[config.mk]
export PLATFORM = sky130hd
export DESIGN_NAME = mmio_bus_decoder
export DESIGN_NICKNAME = d
export VERILOG_FILES = /design/src/rtl/mmio_bus_decoder.sv
export SDC_FILE = /design/constraint.sdc
export NUM_CORES = 1
export LEC_CHECK = 0
export BUFFER_PORTS_ARGS = -buffer_cell sky130_fd_sc_hd__buf_2
export CAP_MARGIN = 15
export CORE_MARGIN = 3
export CORE_UTILIZATION = 30
export CTS_BUF_LIST = sky130_fd_sc_hd__clkbuf_2 sky130_fd_sc_hd__clkbuf_4 sky130_fd_sc_hd__clkbuf_8
export CTS_CLUSTER_SIZE = 40
export DETAILED_ROUTE_END_ITERATION = 16
export HOLD_SLACK_MARGIN = 0.02
export PLACE_DENSITY = 0.74
export SKIP_LAST_GASP = 1
export SYNTH_ARGS = -nofsm -noshare
export SYNTH_HDL_FRONTEND = slang
export SYNTH_SLANG_ARGS = --single-unit
[constraint.sdc]
create_clock -name clk -period 3.8 [get_ports clk]
set_clock_uncertainty 0.05 [all_clocks]
set_input_delay 0.19 -clock clk [delete_from_list [all_inputs] [get_ports clk]]
set_output_delay 0.19 -clock clk [all_outputs]
set_load 0.005 [all_outputs]
[src/rtl/mmio_bus_decoder.sv]
// Memory-mapped request router: decodes a CPU request by base/mask region, drives one
// target with a latched bus until it acks (or times out), then returns a one-cycle response.
module mmio_bus_decoder #(
    parameter int AW = 32,
    parameter int DW = 32,
    parameter int NSLV = 4,
    // Default map sends every address to slot 0; real instances override both.
    parameter logic [NSLV*AW-1:0] BASE = '0,
    parameter logic [NSLV*AW-1:0] MASK = '0,
    parameter int TIMEOUT = 15
) (
    input  logic               clk,
    input  logic               rst,
    input  logic               req_valid,
    output logic               req_ready,
    input  logic               req_write,
    input  logic [AW-1:0]      req_addr,
    input  logic [DW-1:0]      req_wdata,
    input  logic [DW/8-1:0]    req_wstrb,
    output logic               resp_valid,
    output logic [DW-1:0]      resp_rdata,
    output logic               resp_err,
    output logic [NSLV-1:0]    slv_sel,
    output logic               slv_we,
    output logic [AW-1:0]      slv_addr,
    output logic [DW-1:0]      slv_wdata,
    output logic [DW/8-1:0]    slv_wstrb,
    input  logic [NSLV-1:0]    slv_ack,
    input  logic [NSLV*DW-1:0] slv_rdata,
    output logic [1:0]         dbg_state
);

    localparam int IW = (NSLV > 1) ? $clog2(NSLV) : 1;
    localparam int CW = (TIMEOUT > 0) ? $clog2(TIMEOUT + 1) : 1;
    localparam logic [CW-1:0] TO_LAST = CW'((TIMEOUT > 0) ? TIMEOUT - 1 : 0);

    typedef enum logic [1:0] {
        S_IDLE   = 2'd0,
        S_ACCESS = 2'd1,
        S_RESP   = 2'd2
    } state_t;

    state_t          state;
    logic [IW-1:0]   sel_idx;
    logic [CW-1:0]   cnt;

    logic            hit;
    logic [IW-1:0]   hit_idx;
    logic [NSLV-1:0] hit_sel;
    logic [AW-1:0]   hit_off;

    assign dbg_state = state;

    // Descending scan so the lowest-index matching region is the one left standing.
    always_comb begin
        hit     = 1'b0;
        hit_idx = '0;
        hit_sel = '0;
        hit_off = '0;
        for (int k = NSLV - 1; k >= 0; k--) begin
            if ((req_addr & MASK[k*AW +: AW]) == BASE[k*AW +: AW]) begin
                hit        = 1'b1;
                hit_idx    = IW'(k);
                hit_sel    = '0;
                hit_sel[k] = 1'b1;
                hit_off    = req_addr & ~MASK[k*AW +: AW];
            end
        end
    end

    // Handshake: a request transfers on the posedge where req_valid && req_ready; req_ready
    // is high only in IDLE, so the master holds its request until then. resp_valid is a
    // single-cycle strobe with no back-pressure; resp_rdata/resp_err are zero outside it.
    always_ff @(posedge clk) begin
        if (!rst) begin
            state      <= S_IDLE;
            req_ready  <= 1'b1;
            resp_valid <= 1'b0;
            resp_rdata <= '0;
            resp_err   <= 1'b0;
            slv_sel    <= '0;
            slv_we     <= 1'b0;
            slv_addr   <= '0;
            slv_wdata  <= '0;
            slv_wstrb  <= '0;
            sel_idx    <= '0;
            cnt        <= '0;
        end else begin
            resp_valid <= 1'b0;
            resp_rdata <= '0;
            resp_err   <= 1'b0;
            case (state)
                S_IDLE: begin
                    if (req_valid && req_ready) begin
                        req_ready <= 1'b0;
                        if (hit) begin
                            state     <= S_ACCESS;
                            slv_sel   <= hit_sel;
                            slv_we    <= req_write;
                            slv_addr  <= hit_off;
                            slv_wdata <= req_wdata;
                            slv_wstrb <= req_write ? req_wstrb : '0;
                            sel_idx   <= hit_idx;
                            cnt       <= '0;
                        end else begin
                            state      <= S_RESP;
                            resp_valid <= 1'b1;
                            resp_err   <= 1'b1;
                        end
                    end
                end
                S_ACCESS: begin
                    // Ack is checked first so an ack on the expiry cycle still completes.
                    if (slv_ack[sel_idx] || (TIMEOUT != 0 && cnt == TO_LAST)) begin
                        state      <= S_RESP;
                        resp_valid <= 1'b1;
                        if (slv_ack[sel_idx]) begin
                            resp_rdata <= slv_we ? '0 : slv_rdata[sel_idx*DW +: DW];
                        end else begin
                            resp_err <= 1'b1;
                        end
                        slv_sel   <= '0;
                        slv_we    <= 1'b0;
                        slv_addr  <= '0;
                        slv_wdata <= '0;
                        slv_wstrb <= '0;
                        cnt       <= '0;
                    end else begin
                        cnt <= cnt + 1'b1;
                    end
                end
                S_RESP: begin
                    state     <= S_IDLE;
                    req_ready <= 1'b1;
                end
                default: begin
                    state     <= S_IDLE;
                    req_ready <= 1'b1;
                end
            endcase
        end
    end

endmodule

# Word-level counts from Yosys, hierarchy flattened
# Index checks and enable logic that the tools add are counted.
[totals] out_inout_bits=110 register_bits=114 wordCells=55 in_bits=204
[op_classes] n_addsub=1 n_reduce_logical=11 n_mux=24 n_bitwise=4 n_eq_ne=4
[ops] cell="32-bit case mux with 2 select lines" n=2
[ops] cell="32-bit two-way mux" n=3
[ops] cell="4-bit two-way mux" n=6
[ops] cell="4-bit case mux with 2 select lines" n=3
[ops] cell="2-bit AND reduction" n=4
[ops] cell="3-bit AND reduction" n=2
[ops] cell="1-bit two-way mux" n=5
[ops] cell="5-bit OR reduction" n=1
[ops] cell="4-bit by 1-bit adder with 4-bit output (second input constant)" n=1
[ops] cell="4-bit == test (second input constant)" n=1
[ops] cell="2-bit two-way mux" n=2
[ops] cell="2-bit != test (second input constant)" n=2
[ops] cell="1-bit NOT" n=4
[ops] cell="1-bit case mux with 2 select lines" n=2
[ops] cell="2-bit case mux with 2 select lines" n=1
[ops] cell="2-bit by 1-bit == test with 1-bit output (second input constant)" n=1
[ops] cell="2-bit zero test" n=1
[ops] cell="2-bit nonzero test" n=1
[ops] cell="1-bit logical AND" n=1
[ops] cell="1-bit logical OR" n=1

# Depth between registers and ports, before layout
[logic_depth] ltp_word=4 ltp_mapped=7 ltp_nobuf=5

# Least setup slack after synthesis
# No wires, ideal clock.
[synth_path] path_kind="register to register" start="reg cnt[0]" end="reg slv_addr[10]" required_ns=3.675 slack_ns=2.268 synth_period_minus_slack_ns=1.532 path_stages_with_launch=8 setup_ns=0.075 t_arrival_ns=1.408 n_path_buf=2 cell_sequence="dfxtp_1 -> inv_1 -> ha_1 -> a31oi_4 -> nor2_1 -> buf_2 -> buf_4 -> o22ai_1"
[synth_via] elab_chain_cells=4
[synth_lines] element="start, declared" line_no="45" rtl="logic [CW-1:0] cnt;"
[synth_lines] element="start signal, assigned" line_no="129" rtl="cnt <= cnt + 1'b1;"
[synth_lines] element="4-bit == test" line_no="114" rtl="if (slv_ack[sel_idx] || (TIMEOUT != 0 && cnt == TO_LAST)) begin"
[synth_lines] element="1-bit logical OR" line_no="114"
[synth_lines] element="2-bit != test (no source line)"
[synth_lines] element="3-bit AND reduction (no source line)"
[synth_lines] element="end signal, assigned" line_no="100" rtl="slv_addr <= hit_off;"
[synth_lines] element="end, declared" line_no="25" rtl="output logic [AW-1:0] slv_addr,"
# Every way passes these cells.
# A chain may end at the register's enable or synchronous reset.

# Final worst setup path
[layout_path] start="reg cnt[0]" end="reg slv_wdata[19]"
[layout_via] elab_chain_cells=4
[layout_lines] element="4-bit == test" line_no="114"
[layout_lines] element="1-bit logical OR" line_no="114"
[layout_lines] element="2-bit != test (no source line)"
[layout_lines] element="3-bit AND reduction (no source line)"
[layout_lines] element="end signal, assigned" line_no="101" rtl="slv_wdata <= req_wdata;"
[layout_lines] element="end, declared" line_no="26" rtl="output logic [DW-1:0] slv_wdata,"
# Every way passes these cells.

==> insert_results.sql <==
INSERT INTO impl_metrics (metric_group, metric, value, unit) VALUES
('status', 'outcome', 'finished clean', ''),
('clock_tree', 'cts_max_path_buffers', '2', ''),
('logic_synthesis', 'syn-cell-area', '4120', 'um2'),
('power_and_ir_drop', 'power_density', '372', 'nW/um2'),
('logic_synthesis', 'yosysTopAreaCellShare', '0.539', ''),
('global_route', 'grt_antenna_before_repair', '1', ''),
('cells_and_area', 'mostFrequentLayoutCells', 'sky130_fd_sc_hd__buf_2, sky130_fd_sc_hd__dfxtp_1, sky130_fd_sc_hd__dlygate4sd3_1, sky130_fd_sc_hd__nand2_1, sky130_fd_sc_hd__nand3_1', ''),
('cells_and_area', 'layout.nets', '930', ''),
('drt', 'top_signal_layer_used', 'met5', ''),
('logic_synthesis', 'synth-seq-area-share', '0.539', ''),
('drt', 'route.detailed.wl_per_inst', '14.0', 'um'),
('global_route', 'first_global_vias', '3873', ''),
('clock_tree', 'cts.reportedPaths.clkPinSlew', '110', 'ps'),
('floorplan', 'die-height', '123', 'um'),
('place', 'i_o_buffers', '211', ''),
('critical_path', 'rrSetupSlack', '1640', 'ps'),
('timing', 'fin_crit_sh', '0.567', ''),
('logic_synthesis', 'area_share_of_xor_xnor_cells_in_the_synthesized_design', '0', ''),
('logic_synthesis', 'async_flop_share', '0', ''),
('floorplan', 'initial_core_util', '0.309', ''),
('floorplan', 'die_area', '15200', 'um2'),
('cells_and_area', 'drive_above_1_share', '0.357', ''),
('critical_path', 'required', '3990', 'ps'),
('floorplan', 'ioPinCount', '314', ''),
('timing', 'maxClockFrequency', '0.464', 'GHz'),
('critical_path', 'worst-setup-path-type', 'flip-flop to flip-flop', ''),
('timing', 'rsz0062_at_grt', 'false', ''),
('drt', 'routed_via_density', '4.59', ''),
('cells_and_area', 'most_frequent_standard_cell_in_the_layout_excluding_fill_and_tap_cells', 'sky130_fd_sc_hd__buf_2', ''),
('global_route', 'pin_count_of_the_biggest_net_entering_global_routing', '91', ''),
('logic_synthesis', 'complex_gate_fraction_of_the_synthesized_area', '0.141', ''),
('hold_path', 'holdPathStages', '3', ''),
('critical_path', 'worstSetupEndpointType', 'flip-flop', ''),
('place', 'detailed_placement_hpwl', '7550', 'um'),
('drt', 'drcViolationCount', '0', ''),
('logic_synthesis', 'synth_top_area_cell', 'sky130_fd_sc_hd__dfxtp_1', ''),
('global_route', 'grt_pass1_wl', '19200', 'um'),
('critical_path', 'critPathArrivalTime', '2350', 'ps'),
('global_route', 'overflow', '0', ''),
('logic_synthesis', 'syn-mean-instance-area', '9.47', 'um2'),
('timing', 'tightestPinTransition', '933', 'ps'),
('logic_synthesis', 'synth-main-ff-cell', 'sky130_fd_sc_hd__dfxtp_1', ''),
('drt', 'number_of_iterations_in_the_first_detailed_routing_pass', '5', ''),
('clock_tree', 'tritoncts', 'built', ''),
('logic_synthesis', 'synth_edf_count', '0', ''),
('logic_synthesis', 'synth.area.mux_share', '0.00972', ''),
('clock_tree', 'cts.htree.levels', '3', ''),
('timing', 'finalHoldViolCount', '0', ''),
('drt', 'routed_wl', '12700', 'um'),
('global_route', 'global_route.usage.total', '0.161', ''),
('critical_path', 'reg2reg_from', 'cnt[0]$_SDFFE_PN0P_', ''),
('critical_path', 'timing.rr.end', 'slv_wdata[19]$_SDFFE_PN0P_', ''),
('timing', 'pins_over_slew_limit', '0', ''),
('cells_and_area', 'synthToLayoutAreaGrowth', '57.1', '%'),
('logic_synthesis', 'yosys_register_bits', '111', ''),
('floorplan', 'die_w', '123', 'um'),
('drt', 'met3RoutedLength', '945', 'um'),
('logic_synthesis', 'synth-adder-area-share', '0.00607', ''),
('logic_synthesis', 'ys_types', '35', ''),
('clock_tree', 'clockRootBuffer', 'sky130_fd_sc_hd__clkbuf_8', ''),
('drt', 'met2_length', '6290', 'um'),
('flow_run', 'drv.max_cap_violation_count', '0', ''),
('power_and_ir_drop', 'ir_drop', '0.277', 'mV'),
('clock_tree', 'worst_skew_pair.late_latency', '380', 'ps'),
('critical_path', 'critical_path_peak_fanout', '24', ''),
('clock_tree', 'cts_sinks', '111', ''),
('timing', 'setup_viol', '0', ''),
('critical_path', 'critical_path.startpoint_type', 'flip-flop', ''),
('logic_synthesis', 'netlist_top_cells_area', 'sky130_fd_sc_hd__dfxtp_1, sky130_fd_sc_hd__o22ai_1, sky130_fd_sc_hd__nand3_1', ''),
('drt', 'num_vias', '4150', ''),
('critical_path', 'worst_setup_path_startpoint', 'cnt[0]$_SDFFE_PN0P_', '');
==> cells by family (layout without fill, tap and decap cells) <==
family / count (synthesis) / count (layout)
simple gates: 190 / 190
flops: 111 / 111
compound gates: 80 / 80
buf+inv: 47 / 339
mux: 4 / 4
fa+ha+maj: 2 / 2
other cells: 1 / 3
==> worst max-delay path, cell delays in order (launching register included) <==
cell,delay [ps]
sky130_fd_sc_hd__dfxtp_1,340
sky130_fd_sc_hd__inv_1,100
sky130_fd_sc_hd__ha_1,220
sky130_fd_sc_hd__a31oi_4,160
sky130_fd_sc_hd__nor2_4,590
sky130_fd_sc_hd__buf_4,390
sky130_fd_sc_hd__o22ai_1,140
==> cell type report <==
type	count	area (um2)
multi-input cells	279	1670
flip-flops and latches	111	2220
inverters	2	7.51
clock inverters	7	85.1
fillers	1209	6880
well taps	176	220
repair buffers	321	2140
clock buffers	9	124
==> power breakdown <==
group	leakage, uW	internal (uW)	switching [uW]
clock network	0.000107	320	429
registers	0.000905	1220	32.5
logic	0.00195	209	194
total	0.00297	1750	655
==> through the flow <==
step	hold slack, ps	power (uW)	utilization	cells
after CTS	46.7	2440	0.485	905
after floorplan	219	1470	-	437
after global routing	85.9	2540	0.485	905
after detailed placement	345	1600	0.392	786
after global placement	339	1590	0.392	786
final	86.0	2410	0.485	905
==> repair_timing <==
item / 4_1_cts / 5_1_grt
gates resized for setup: 0 / 0
hold buffers: 103 / 0
endpoints found under the hold margin: 102 / 0
==> per-layer routing <==
layer  track usage  vias to the layer above
met5             0                        -
met4        0.0685                        2
met3        0.0567                       33
met2         0.265                      165
met1         0.189                     1863
li1              -                     2087
==> cell usage after synthesis, drive strengths merged, types with 3 or more instances <==
cell type and n:
o21ai 4, nand2 71, nand3 67, nand4 5, mux2i 4, nor3 4
and2 32, a21oi 5, o22ai 64, buf 30, dfxtp 111, clkbuf 15
nor2b 3
==> worst min-delay path by stage <==
stage	from	end
floorplan	slv_ack[0]	resp_err$_SDFF_PN0_
global placement	slv_rdata[15]	resp_rdata[15]$_SDFF_PP0_
detailed placement	slv_rdata[4]	resp_rdata[4]$_SDFF_PP0_
CTS	req_valid	req_ready$_SDFFE_PN1P_
global route	req_valid	req_ready$_SDFFE_PN1P_
finish	req_valid	req_ready$_SDFFE_PN1P_
==> flip-flops by register name, summed over array words and instances, names as in the netlist <==
signal,cells
cnt,4
dbg_state,2
req_ready,1
resp_err,1
resp_rdata,32
resp_valid,1
slv_addr,32
slv_sel,1
slv_wdata,32
slv_we,1
slv_wstrb,4
(Power assumes the default switching activity.)
